## src/rtl/tile_bank_programmer.sv

```systemverilog
// -----------------------------------------------------------------------------
// tile_bank_programmer
//   Row-by-row programmer for a tile configuration memory bank. For every row
//   it collects NUM_BL/DATA_W configuration beats into the bit-line register,
//   pulses that row's word-line for WL_PULSE cycles, and then settles for one
//   cycle before the next row. After the last row it parks in DONE with the
//   bit-lines held.
//
//   Optional feature (macro TILE_BANK_PARITY_EN): each row takes one extra
//   trailing beat. Bit 0 of that beat carries the even parity of the row. On
//   a parity mismatch the word-line pulse is skipped and err is set.
//
// Ports
//   prog_clk   in   clock, rising edge
//   pReset_n   in   synchronous active-low reset
//   start      in   start programming at row 0 (honoured in IDLE / DONE)
//   cfg_data   in   [DATA_W-1:0] configuration beat, bit 0 -> lowest bl index
//   cfg_valid  in   cfg_data valid
//   cfg_ready  out  beat accepted when cfg_valid & cfg_ready
//   bl         out  [0:NUM_BL-1] registered bit-lines
//   wl         out  [0:NUM_WL-1] registered word-lines, one-hot or zero
//   busy       out  LOAD / PULSE / SETTLE
//   done       out  DONE
//   err        out  sticky error flag (start while busy, parity mismatch)
// -----------------------------------------------------------------------------

// One DATA_W-wide slice of the bit-line register, written by its own beat.
module tbp_beat_lane #(
    parameter int DATA_W = 8
) (
    input  logic              clk,
    input  logic              rst_n,
    input  logic              we,
    input  logic [DATA_W-1:0] d,
    output logic [DATA_W-1:0] q
);
    always_ff @(posedge clk) begin
        if (!rst_n)  q <= '0;
        else if (we) q <= d;
    end
endmodule

module tile_bank_programmer #(
    parameter int NUM_BL   = 80,
    parameter int NUM_WL   = 20,
    parameter int DATA_W   = 8,
    parameter int WL_PULSE = 2
) (
    input  logic              prog_clk,
    input  logic              pReset_n,
    input  logic              start,
    input  logic [DATA_W-1:0] cfg_data,
    input  logic              cfg_valid,
    output logic              cfg_ready,
    output logic [0:NUM_BL-1] bl,
    output logic [0:NUM_WL-1] wl,
    output logic              busy,
    output logic              done,
    output logic              err
);
    localparam int BEATS  = NUM_BL / DATA_W;
`ifdef TILE_BANK_PARITY_EN
    localparam int NBEATS = BEATS + 1;   // trailing parity beat
`else
    localparam int NBEATS = BEATS;
`endif
    localparam int ROW_W  = (NUM_WL   > 1) ? $clog2(NUM_WL)   : 1;
    localparam int BEAT_W = (NBEATS   > 1) ? $clog2(NBEATS)   : 1;
    localparam int PCNT_W = (WL_PULSE > 1) ? $clog2(WL_PULSE) : 1;

    typedef enum logic [2:0] {
        IDLE   = 3'd0,
        LOAD   = 3'd1,
        PULSE  = 3'd2,
        SETTLE = 3'd3,
        DONE   = 3'd4
    } state_t;

    state_t                     state, state_nxt;
    logic [ROW_W-1:0]           row;
    logic [BEAT_W-1:0]          beat;
    logic [PCNT_W-1:0]          pcnt;
    logic [0:NUM_WL-1]          wl_nxt;
    logic [BEATS-1:0][DATA_W-1:0] lane_q;
    logic                       accept, last_beat, last_row, pulse_end, par_ok;

    assign cfg_ready = (state == LOAD);
    assign busy      = (state == LOAD) || (state == PULSE) || (state == SETTLE);
    assign done      = (state == DONE);
    assign accept    = cfg_ready && cfg_valid;
    assign last_beat = (beat == BEAT_W'(NBEATS - 1));
    assign last_row  = (row  == ROW_W'(NUM_WL - 1));
    assign pulse_end = (pcnt == PCNT_W'(WL_PULSE - 1));

`ifdef TILE_BANK_PARITY_EN
    // All data beats are already in bl when the parity beat arrives.
    assign par_ok = (cfg_data[0] == ^bl);
`else
    assign par_ok = 1'b1;
`endif

    // Bit-line lanes: beat k lands in bl[k*DATA_W +: DATA_W], cfg_data[0]
    // at the lowest index. The parity beat (if any) matches no lane.
    for (genvar k = 0; k < BEATS; k++) begin : g_lane
        tbp_beat_lane #(.DATA_W(DATA_W)) u_lane (
            .clk   (prog_clk),
            .rst_n (pReset_n),
            .we    (accept && (beat == BEAT_W'(k))),
            .d     (cfg_data),
            .q     (lane_q[k])
        );
        for (genvar i = 0; i < DATA_W; i++) begin : g_bit
            assign bl[k*DATA_W + i] = lane_q[k][i];
        end
    end

    // Next-state logic
    always_comb begin
        state_nxt = state;
        case (state)
            IDLE, DONE: if (start) state_nxt = LOAD;
            LOAD:       if (accept && last_beat) state_nxt = par_ok ? PULSE : SETTLE;
            PULSE:      if (pulse_end) state_nxt = SETTLE;
            SETTLE:     state_nxt = last_row ? DONE : LOAD;
            default:    state_nxt = IDLE;
        endcase
    end

    // Word-line is registered: decode from the state being entered so wl
    // rises with the first PULSE cycle and drops with the first SETTLE cycle.
    always_comb begin
        wl_nxt = '0;
        if (state_nxt == PULSE) begin
            for (int i = 0; i < NUM_WL; i++) begin
                if (row == ROW_W'(i)) wl_nxt[i] = 1'b1;
            end
        end
    end

    always_ff @(posedge prog_clk) begin
        if (!pReset_n) begin
            state <= IDLE;
            row   <= '0;
            beat  <= '0;
            pcnt  <= '0;
            wl    <= '0;
            err   <= 1'b0;
        end else begin
            state <= state_nxt;
            wl    <= wl_nxt;
            pcnt  <= (state == PULSE && state_nxt == PULSE) ? pcnt + PCNT_W'(1) : '0;
            case (state)
                IDLE, DONE: begin
                    if (start) begin
                        row  <= '0;
                        beat <= '0;
                        err  <= 1'b0;
                    end
                end
                LOAD: begin
                    if (accept) begin
                        beat <= last_beat ? '0 : beat + BEAT_W'(1);
                        if (last_beat && !par_ok) err <= 1'b1;
                    end
                end
                SETTLE: begin
                    if (!last_row) begin
                        row  <= row + ROW_W'(1);
                        beat <= '0;
                    end
                end
                default: ;
            endcase
            if (busy && start) err <= 1'b1;
        end
    end
endmodule

```

## config.mk

```make
export PLATFORM = sky130hd
export DESIGN_NAME = tile_bank_programmer
export DESIGN_NICKNAME = d
export VERILOG_FILES = /design/src/rtl/tile_bank_programmer.sv
export SDC_FILE = /design/constraint.sdc
export NUM_CORES = 1
export LEC_CHECK = 0
export BUFFER_PORTS_ARGS = -buffer_cell sky130_fd_sc_hd__clkbuf_2
export CORE_UTILIZATION = 53
export DETAILED_ROUTE_END_ITERATION = 12
export GPL_TIMING_DRIVEN = 0
export PLACE_DENSITY = 0.8
export SLEW_MARGIN = 20
export SYNTH_ARGS = -nofsm -noshare
export SYNTH_HDL_FRONTEND = slang
export SYNTH_HIERARCHICAL = 1
export SYNTH_SLANG_ARGS = --single-unit
```

## constraint.sdc

```tcl
create_clock -name prog_clk -period 2.42 [get_ports prog_clk]
set_input_delay 0.363 -clock prog_clk [delete_from_list [all_inputs] [get_ports prog_clk]]
set_output_delay 0.363 -clock prog_clk [all_outputs]
set_load 0.05 [all_outputs]
```

# == Word-level counts from Yosys, hierarchy flattened ==
# Index checks and enable logic that the tools add are counted.
# word_totals
output_inout_bits,104
reg_bits,114
word_cells,119
inputBits,12
# classes
add_sub_neg,3
reduce_logical,28
n_eq_ne,36
muxes,36
# ops
cell,n
"== test 5 x 4 -> 1 bit, second input constant",8
two-way mux 1 bit,23
"== test 5 x 3 -> 1 bit, second input constant",4
"== test 5 bit, second input constant",4
"== test 4 x 3 -> 1 bit, second input constant",4
two-way mux 4 bit,4
logical AND 1 bit,13
two-way mux 3 bit,4
one-hot mux 3 bit (4 select lines),1
one-hot mux 4 bit (3 select lines),1
"== test 5 x 2 -> 1 bit, second input constant",2
two-way mux 5 bit,2
one-hot mux 5 bit (2 select lines),1
"== test 3 x 2 -> 1 bit, second input constant",3
"== test 4 x 2 -> 1 bit, second input constant",2
"== test 4 bit, second input constant",2
AND reduction 2 bit,3
nonzero test 2 bit,3
"adder 5 x 1 -> 5 bit, second input constant",1
"== test 5 x 1 -> 1 bit, second input constant",1
zero test 5 bit,1
"adder 4 x 1 -> 4 bit, second input constant",1
"== test 4 x 1 -> 1 bit, second input constant",1
zero test 4 bit,1
other kinds (11),13

# == Depth between registers and ports, before layout ==
# Gate-level depths: netlist (run 1).
# logic_depth
word_depth,8
mapped_depth,7
mapped_depth_nobuf,5

# == Modules after synthesis ==
# The synthesis (run 1) kept the hierarchy.
# by_module_without_submodules
mod,n_inst,cells_each,area_per_inst_um2
tbp_beat_lane,10,25,301.5
tile_bank_programmer,1,164,1621.6

# == Worst setup path after synthesis (run 1) ==
# Ideal clock, no wire load.
# synth_timing
path_type,reg-to-reg
from,reg row[4]
to,reg row[4]
stages_incl_launch_ff,6
t_arrival_ps,1738
path_buffers,1
required_time_ps,2344
synth_period_minus_slack_ps,1814
slack_ps,606
path_cell_list,dfxtp_1 > buf_1 > inv_1 > ha_1 > or3_1 > a21boi_0
# synth_between
elab_chain_cells,3
word_cells_on_any_way,6
cone_classes,1 x add/sub; 2 x eq/ne; 2 x mux; 1 x reduce/logical
# synth_rtl
element,line_no,rtl
from (decl),80,logic [ROW_W-1:0] row;
from (signal assigned),168,row <= row + ROW_W'(1);
adder 5 x 1 -> 5 bit or == test 5 bit (tied branches),"168, 92",
two-way mux 5 bit or inequality test 2 bit (tied branches),-,
one-hot mux 5 bit (2 select lines) or AND reduction 3 bit (tied branches),-,
# Several ways; a longest one is shown, not always the timed one. The select of a mux whose other input is x is not followed.
# A chain may end at the register's enable or synchronous reset.

# == Worst setup path after layout (run 1) ==
# layout_timing
from,reg state[0]
to,out cfg_ready
# layout_between
elab_chain_cells,1
# layout_rtl
element,line_no,rtl
from (decl),79,"state_t state, state_nxt;"
from (signal assigned),149,state <= state_nxt;
== test 3 x 1 -> 1 bit,87,assign cfg_ready = (state == LOAD);
to (decl),54,"output logic cfg_ready,"
# Every way passes these cells.

==> results of run 1 <==
-- final cells by class --
| cell class | count | area (µm²) |
|---|---|---|
| buffer | 22 | 199 |
| tap | 105 | 131 |
| sequential | 114 | 2280 |
| fill | 638 | 2410 |
| inverter | 9 | 33.8 |
| timing repair buffer | 115 | 578 |
| clock inverter | 12 | 131 |
| multi-input combinational | 269 | 2120 |
| clock buffer | 20 | 455 |
-- registers in the layout, indices dropped and copies added (netlist names) --
name and count:
wl 20, row 5, pcnt 1, state 3
g_lane.u_lane/q 80, err 1, beat 4
-- report_power, final --
group          leakage, nW  switching [mW]  total (mW)  internal (mW)
clock                0.279           0.866        2.41           1.54
combinational         1.04           0.130       0.193         0.0632
sequential           0.919         0.00476        1.89           1.89
total                 2.24            1.00        4.50           3.50
-- worst max-delay path: cells and delay by family (launching register included) --
kind | cells | cell delay, ps
buffers and inverters | 3 | 580
and+or+nand+nor | 1 | 510
DFF | 1 | 300
-- layer usage --
metal | up-vias | part of all wire (%) | wire [µm]
li1 | 1687 | - | -
met1 | 1548 | 44 | 4320
met2 | 86 | 49 | 4780
met3 | 8 | 5.9 | 579
met4 | 0 | 1.1 | 112
met5 | - | 0 | 0
-- layout by cell type, fill, tap and decap left out, types with 3 or more instances in the layout --
cell type and instances:
a21boi_0 3, buf_6 15, and2_1 3, clkinvlp_4 4, nor4_2 11, nor2_1 15
nand2b_1 7, nand3_1 3, clkbuf_16 16, inv_1 8, buf_2 3, clkinv_2 3
ha_1 5, dfxtp_1 114, mux2i_1 81, nand2_1 11, clkbuf_1 3, or3_1 3
nor2b_1 81, a21oi_1 6, o211ai_1 3, clkbuf_2 114, nor3_1 10, clkbuf_8 4
-- metrics by stage --
step                power, mW  hold slack (ps)  util [%]  cells  cell area [µm²]
detailed placement       2.13              486      64.1    634             5350
CTS                      4.54              124      71.1    666             5930
global placement         2.12              455      64.1    634             5340
global route             4.64              152      71.1    666             5930
floorplan                2.05              454         -    414             4640
finish                   4.50              144      71.1    666             5930
-- cell families (layout without fill, tap and decap cells) --
group | after synthesis | in the layout
AOI/OAI and AO/OA | 23 | 23
xor gates and xnor gates | 2 | 2
adders and majority gates | 5 | 5
buffers and inverters | 31 | 178
DFF | 114 | 114
muxes | 81 | 81
and+or+nand+nor | 158 | 158
-- how the worst max path moves through the flow --
stage / from / to / slack (ps) / cells after the start
after floorplan: row[4] / row[4] / 610 / 5
after global placement: pReset_n / wl[10] / 360 / 4
after detailed placement: row[4] / row[4] / 330 / 5
after CTS: state[0] / cfg_ready / 140 / 4
after global routing: state[0] / cfg_ready / 90 / 4
final: state[0] / cfg_ready / 170 / 4
==> flow_summary_export.csv, run 1 <==
group,metric,value,unit
outcome,outcome,"finished clean",
cells_and_area,antenna-diode-count,0,
synthesis,async_reset_ff_share,0,%
drt,drt_wl_total,9800,µm
worst_hold_path,min-delay-start,"start",
setup_path,cp_data_arrival_time,1890,ps
timing,fin_worst_skew,7.89,ps
grt,grt_util_met1,27.1,%
setup_path,crit_path_start_kind,"register",
drt,drt_iter0_drc,83,
drt,routed-via-count,3329,
synthesis,synth_simple_gate_area_share,22.6,%
synthesis,synthesis.area,0.00464,mm²
setup_path,regToRegSetupSlack,300,ps
synthesis,synth_adder_area_share,1.35,%
timing,finalMaxSlewViolations,0,
setup_path,cp-end-kind,"output pin",
synthesis,postSynthCellCount,414,
timing,layout_setup_ws,169,ps
timing,tightest_slew,684,ps
synthesis,compound_gate_portion_of_the_synthesized_area,3.99,%
setup_path,path_cells,"buf_2, or3b_2, inv_2, clkbuf_2",
timing,report.final.setup_viol,0,
grt,grt.total_usage,22.9,%
cells_and_area,post_route_cells_drive_above_1_share,33.5,%
setup_path,critPathRequiredTime,2060,ps
synthesis,synth.yosys.seq_area_share,49.2,%
synthesis,most_instantiated_library_cell_after_synthesis,"dfxtp_1",
grt,remaining_overflow_grt,0,
synthesis,synth_top_family_by_area,"simple AND/OR/NAND/NOR gates",
placed_design,gpl.final_weighted_congestion,0.827,
grt,grt_util_met3,8.77,%
synthesis,area_leader_netlist,"dfxtp_1",
placed_design,preCtsSetupSlack,332,ps
synthesis,post_synth_net_total,431,
timing,final.setup.tns,0,ps
grt,grt_antenna_before_repair,0,
clock_tree,cts_max_path_buffers,2,
setup_path,timing.reg2reg.worst_path_depth,5,
placed_design,hpwlAfterDp,6630,µm
setup_path,crit-reg2reg-launch,"row[4]",
clock_tree,post_cts_hold_buffer_count,0,
setup_path,crit_path_max_incr_delay,510,ps
timing,min_period_over_period,93.0,%
die,chipWidth,95.5,µm
placed_design,place.port_buffers,115,
setup_path,cp_max_fo,9,
die,number_of_top_level_pins,116,
synthesis,synth.ff_latch_count,114,
die,floorplan.die_area,0.00913,mm²
clock_tree,clk_latency,500,ps
clock_tree,clock-sinks,114,
synthesis,ys_types,44,
run,maxCapViolations,0,
clock_tree,post_cts.resized_instances,0,
clock_tree,post-cts-setup-buffers,0,
clock_tree,cts_tree,"built",
clock_tree,path_clk_slew,60,ps
die,initial_core_util,55.6,%
setup_path,critPathKind,"register to output pin",
clock_tree,cts_inserted_buffers,17,
grt,grt_max_degree,86,
synthesis,ys.warnings.count,6,
grt,grt.busiest_layer,"met2",
timing,timing_hold_violations_final,0,
synthesis,syn_area_per_cell,11.2,µm²
grt,grt_first_pass_wirelength,15700,µm
cells_and_area,nNetsFinal,565,
grt,m2_gr_usage,37.4,%
die,rows,33,
power,vdd_drop_max,0.607,mV
worst_hold_path,holdCritPathClass,"input port to register",
cells_and_area,synthToLayoutAreaGrowth,28.0,%
drt,pre_antenna_drt_iters,4,
synthesis,synth.mux.area_fraction,17.5,%
synthesis,ys.flop_type,"dfxtp_1",
setup_path,critPathSlowestCell,"or3b_2",
synthesis,top_area_cell_type_share_of_the_netlist_area,49.2,%
synthesis,synth_edf_count,0,
power,power_per_cell_area,758,mW/mm²
drt,drtAntennaViolNets,0,
power,p_leak,2.24,nW
die,die_h,95.5,µm
timing,setup_repair_after_global_routing_missed_its_margin,"false",
timing,slew_headroom,54.4,%
setup_path,r2r_path_end,"row[4]",
synthesis,cells_taking_the_most_area_after_synthesis,"dfxtp_1 (49%), mux2i_1 (17%), nor2b_1 (11%), buf_6 (3.6%), nor4_2 (3.0%)",
worst_hold_path,min_path_cells,3,
drt,routed_wire_length_per_instance,14.7,µm
timing,final_critical_delay_including_setup_and_external_delays,2250,ps
drt,viasPerCell,5.00,
drt,drcViolationCount,0,
clock_tree,number_of_h_tree_levels,4,
synthesis,synth_commonest_cells,"dfxtp_1 (114), mux2i_1 (81), nor2b_1 (81)",
grt,first_global_vias,3239,
worst_hold_path,min_to,"err",
synthesis,yosys.area_share.xor_xnor,0.378,%
timing,maxClockFrequency,444,MHz
clock_tree,ctsRootBufferMaster,"clkbuf_8",
die,core-area,0.00834,mm²
Note: power is estimated with default switching activity, not from simulation.
==> inputs of run 2 (changes only) <==
Settings changed: SETUP_SLACK_MARGIN set to 0.4.
==> run 2 against run 1 <==
- first-iteration DRC count is 11% lower
- register-to-register slack better by 250 ps
- wire length is 1.2% higher
- highest routed layer unchanged
- clock power hardly changed
- worst setup slack better by 280 ps
- clock skew is 0.69 ps higher
==> flow_summary_export.csv, run 2 (same netlist as run 1, synthesis figures left out) <==
group,metric,value,unit
outcome,outcome,"finished clean",
clock_tree,clock-sinks,114,
timing,fin_worst_skew,8.58,ps
drt,drcViolationCount,0,
die,chipWidth,95.5,µm
power,power_per_cell_area,751,mW/mm²
timing,maxClockFrequency,508,MHz
clock_tree,ctsRootBufferMaster,"clkbuf_8",
setup_path,crit_path_start_kind,"register",
placed_design,place.port_buffers,115,
cells_and_area,post_route_cells_drive_above_1_share,35.1,%
drt,routed-via-count,3338,
setup_path,critPathRequiredTime,2060,ps
timing,final.setup.tns,0,ps
grt,grt_max_degree,86,
cells_and_area,finish.utilization,72.1,%
placed_design,gpl.final_weighted_congestion,0.827,
die,number_of_top_level_pins,116,
cells_and_area,max_flop_register,"g_lane.u_lane/q",
drt,viasPerCell,4.99,
die,rows,33,
die,core-area,0.00834,mm²
drt,routed_wire_length_per_instance,14.8,µm
cells_and_area,final_area,0.00601,mm²
clock_tree,cts_max_path_buffers,2,
die,die_h,95.5,µm
grt,first_global_vias,3243,
timing,tightest_slew,690,ps
drt,wl_met2,4840,µm
grt,remaining_overflow_grt,0,
cells_and_area,synthToLayoutAreaGrowth,29.7,%
cells_and_area,largest_register_ffs,80,
timing,slew_headroom,54.0,%
cells_and_area,antenna-diode-count,0,
run,maxCapViolations,0,
power,total_power,4.52,mW
grt,grt.total_usage,22.9,%
cells_and_area,layout.cells.most_common,"clkbuf_2",
drt,drt_wl_total,9910,µm
timing,final_critical_delay_including_setup_and_external_delays,1970,ps
clock_tree,cts_inserted_buffers,17,
drt,maxUsedRoutingLayer,"met4",
drt,pre_antenna_drt_iters,4,
drt,drt_iter0_drc,74,
clock_tree,clk_latency,510,ps
clock_tree,cts_tree,"built",
clock_tree,path_clk_slew,60,ps
setup_path,cp_data_arrival_time,1610,ps
cells_and_area,mostFrequentLayoutCells,"clkbuf_2 (114), dfxtp_1 (112), mux2i_1 (81), nor2b_1 (81), clkbuf_16 (17)",
timing,setup_repair_after_global_routing_missed_its_margin,"true",
placed_design,hpwlAfterDp,6630,µm
drt,wl_met3,534,µm
cells_and_area,nNetsFinal,568,
drt,routedLengthMet1,4430,µm
timing,report.final.setup_viol,0,
setup_path,cp_max_fo,8,
timing,min_period_over_period,81.4,%
cells_and_area,biggestRegsByFlops,"g_lane.u_lane/q x80, wl x20, row x5",
die,initial_core_util,55.6,%
die,floorplan.die_area,0.00913,mm²
grt,grt_antenna_before_repair,0,
setup_path,critPathKind,"register to output pin",
drt,drtAntennaViolNets,0,
power,p_leak,2.28,nW
power,vdd_drop_max,0.606,mV
timing,finalMaxSlewViolations,0,
worst_hold_path,holdCritPathClass,"input port to register",
clock_tree,number_of_h_tree_levels,4,
grt,grt_first_pass_wirelength,15700,µm
timing,timing_hold_violations_final,0,
setup_path,cp-end-kind,"output pin",
placed_design,postPlaceCellArea,0.00535,mm²
## run 2: cell count changes in the layout (fill, tap and decap cells not counted), sizes merged
cell,previous run,this run
buf,19,22
## run 2: repair_timing
action,CTS,global route
buffers inserted,0,3
setup endpoints to repair,2,23
hold buffers,0,0
resized for setup,8,7
## run 2: worst paths after layout
| check | slack [ps] | end | start | cells after the start |
|---|---|---|---|---|
| setup / recovery | 450 | cfg_ready | state[0] | 4 |
| hold / removal | 140 | err | start | 3 |
| setup reg to reg | 550 | g_lane[0].u_lane/q[6] | state[2] | 6 |
| hold reg to reg | 490 | pcnt | pcnt | 1 |
## run 2: final cells by class
class                           instances  area [µm²]
Multi-Input combinational cell        269        2150
Buffer                                 22         208
Tap cell                              105         131
Fill cell                             621        2330
Sequential cell                       114        2280
Timing Repair Buffer                  118         621
Clock inverter                         12         131
Clock buffer                           20         455
Inverter                                9        36.3
## run 2: per-layer routing
metal / global-route usage, % / up-vias
met4: 8.58 / 0
met2: 37.5 / 85
met3: 8.77 / 9
met1: 27.1 / 1548
li1: - / 1696
met5: 0 / -
## run 2: worst max-delay path: stages (launching register included)
cell and delay [ps]:
dfxtp_2 320, buf_6 120, or3b_4 410, inv_4 90, clkbuf_16 160
## run 2: where the power goes
part           leakage [nW]  switching (mW)  internal (mW)
Clock                 0.279           0.868           1.54
Combinational          1.08           0.134         0.0772
Sequential            0.920         0.00517           1.89
## run 2: stage by stage
| stage | cells | hold WS, ps | setup WS (ps) |
|---|---|---|---|
| 2_1_floorplan | 414 | 454 | 606 |
| 4_1_cts | 666 | 124 | 405 |
| 3_3_place_gp | 634 | 455 | 355 |
| 6_report | 669 | 141 | 450 |
| 5_1_grt | 669 | 152 | 389 |
| 3_5_place_dp | 634 | 486 | 332 |
==> inputs of run 3 (changes only) <==
Settings changed: CORE_UTILIZATION 53 to 48, PLACE_DENSITY 0.8 to 0.76.
Clock period 2.42 ns to 1.7 ns, I/O delays scaled along.
==> run 3 against run 2 <==
- the flow now finishes with violations (negative setup slack)
- utilization up 13 points
- cell count up 9.3%
- sequential share of layout area down 7.5 points
- first-iteration DRC count up 47%
- global-route usage up 5.1 points
- design area up 31%
- wire length up 45%
- clock power up 31%
- combinational power up 120%
- non-clock buffer count up 39
- via count up 15%
- largest cell class is now multi-input gates
- highest routed layer unchanged
==> flow_summary_export.csv, run 3 (same netlist as run 1, synthesis figures left out) <==
group,metric,value,unit
outcome,outcome,"finished with violations",
outcome,violated_checks,"negative setup slack",
die,floorplan.die_area,0.0101,mm²
clock_tree,cts_inserted_buffers,17,
cells_and_area,antenna-diode-count,0,
setup_path,critPathRequiredTime,1440,ps
timing,min_period_over_period,110,%
timing,setup_repair_after_global_routing_missed_its_margin,"true",
clock_tree,cts_max_path_buffers,2,
die,number_of_top_level_pins,116,
die,initial_core_util,49.9,%
grt,grt.total_usage,28.0,%
die,chipWidth,100,µm
placed_design,hpwlAfterDp,6860,µm
power,p_leak,2.86,nW
cells_and_area,final_non_filler_cell_total,731,
timing,fin_worst_skew,9.28,ps
drt,routed_wire_length_per_instance,19.7,µm
placed_design,gpl.final_weighted_congestion,0.759,
drt,drcViolationCount,0,
die,rows,35,
cells_and_area,post_route_cells_drive_above_1_share,60.3,%
cells_and_area,synthToLayoutAreaGrowth,70.0,%
setup_path,cp-end-kind,"output pin",
power,power_per_cell_area,801,mW/mm²
setup_path,crit_path_start_kind,"register",
clock_tree,path_clk_slew,50,ps
setup_path,cp_max_fo,6,
cells_and_area,mostFrequentLayoutCells,"buf_8 (82), nor2b_1 (81), dfxtp_2 (81), mux2i_1 (73)",
timing,tightest_slew,681,ps
worst_hold_path,holdCritPathClass,"input port to register",
grt,grt_antenna_before_repair,0,
drt,viasPerCell,5.25,
clock_tree,ctsRootBufferMaster,"clkbuf_8",
setup_path,crit-reg2reg-launch,"state[2]",
cells_and_area,biggestRegsByFlops,"g_lane.u_lane/q x80, wl x20, row x5",
clock_tree,post_cts_hold_buffer_count,0,
worst_hold_path,min-delay-start,"start",
drt,drt_iter0_drc,109,
cells_and_area,layout.cells.most_common,"buf_8",
timing,finalMaxSlewViolations,0,
clock_tree,number_of_h_tree_levels,4,
setup_path,critPathLaunch,"state[0]",
timing,report.final.setup_viol,86,
die,die_h,100,µm
power,vdd_drop_max,0.993,mV
grt,remaining_overflow_grt,0,
grt,grt_first_pass_wirelength,21100,µm
grt,grt_max_degree,86,
grt,first_global_vias,3924,
setup_path,cp_data_arrival_time,1610,ps
clock_tree,cts_tree,"built",
timing,hold_ws,89.7,ps
timing,maxClockFrequency,537,MHz
timing,final.setup.tns,-6250,ps
timing,timing_hold_violations_final,0,
drt,drtAntennaViolNets,0,
timing,slew_headroom,54.6,%
cells_and_area,fillCellCount,459,
clock_tree,clock-sinks,114,
placed_design,preCtsSetupSlack,-76.4,ps
cells_and_area,nNetsFinal,607,
timing,final_critical_delay_including_setup_and_external_delays,1860,ps
drt,pre_antenna_drt_iters,5,
cells_and_area,max_flop_register,"g_lane.u_lane/q",
drt,drt_wl_total,14400,µm
placed_design,place.port_buffers,115,
cells_and_area,largest_register_ffs,80,
drt,routed-via-count,3835,
run,maxCapViolations,0,
timing,layout_setup_ws,-164,ps
setup_path,critPathKind,"register to output pin",
die,core-area,0.00928,mm²
placed_design,dp_cells,658,
clock_tree,clk_latency,510,ps
-- run 3: cell type report --
class	count	area [µm²]	area share (%)
inverters	9	45.0	0.571
well taps	129	161	2.05
flip-flops and latches	114	2410	30.5
multi-input cells	269	2530	32.1
clock inverters	8	53.8	0.682
plain buffers	22	262	3.32
repair buffers	157	1940	24.7
clock buffers	23	478	6.06
-- run 3: power breakdown --
| group | internal [mW] | switching, mW |
|---|---|---|
| clock network | 1.94 | 1.22 |
| logic | 0.207 | 0.251 |
| registers | 2.68 | 0.0127 |
-- run 3: per-stage QoR --
step | cell area (µm²) | total power, mW | util (%)
after floorplan | 4760 | 2.94 | -
after global placement | 5500 | 3.04 | 59.2
after detailed placement | 5500 | 3.05 | 59.2
after CTS | 7550 | 6.25 | 81.3
after global routing | 7890 | 6.49 | 84.9
final | 7890 | 6.31 | 84.9
-- run 3: path summary, 6_finish.rpt --
kind                                         endpoint  slack, ps  cells after the start
worst max-delay path                             done       -160                      7
worst min-delay path                              err         90                      3
worst max register to register                 wl[10]       -130                      7
worst min register to register  g_lane[8].u_lane/q[1]        520                      2
-- run 3: per-layer routing --
layer,global-route usage (%),routed length [µm],up-vias,share of wire [%]
li1,-,-,1763,-
met1,30.9,5630,1892,39
met2,49.2,7640,138,53
met3,8.70,706,42,4.9
met4,12.9,417,0,2.9
met5,0,0,-,0
-- run 3: timing repair --
action / CTS / global route
setup endpoints to repair: 216 / 210
cloned: 2 / 0
buffers inserted: 29 / 11
pin swaps: 24 / 13
resized for setup: 347 / 134
-- run 3: critical path: stages, from the launching register on --
cell and delay (ps):
dfxtp_2 320, buf_6 120, buf_4 130, buf_6 110, nor2_4 120, nand2_2 90, inv_2 70, clkbuf_16 150
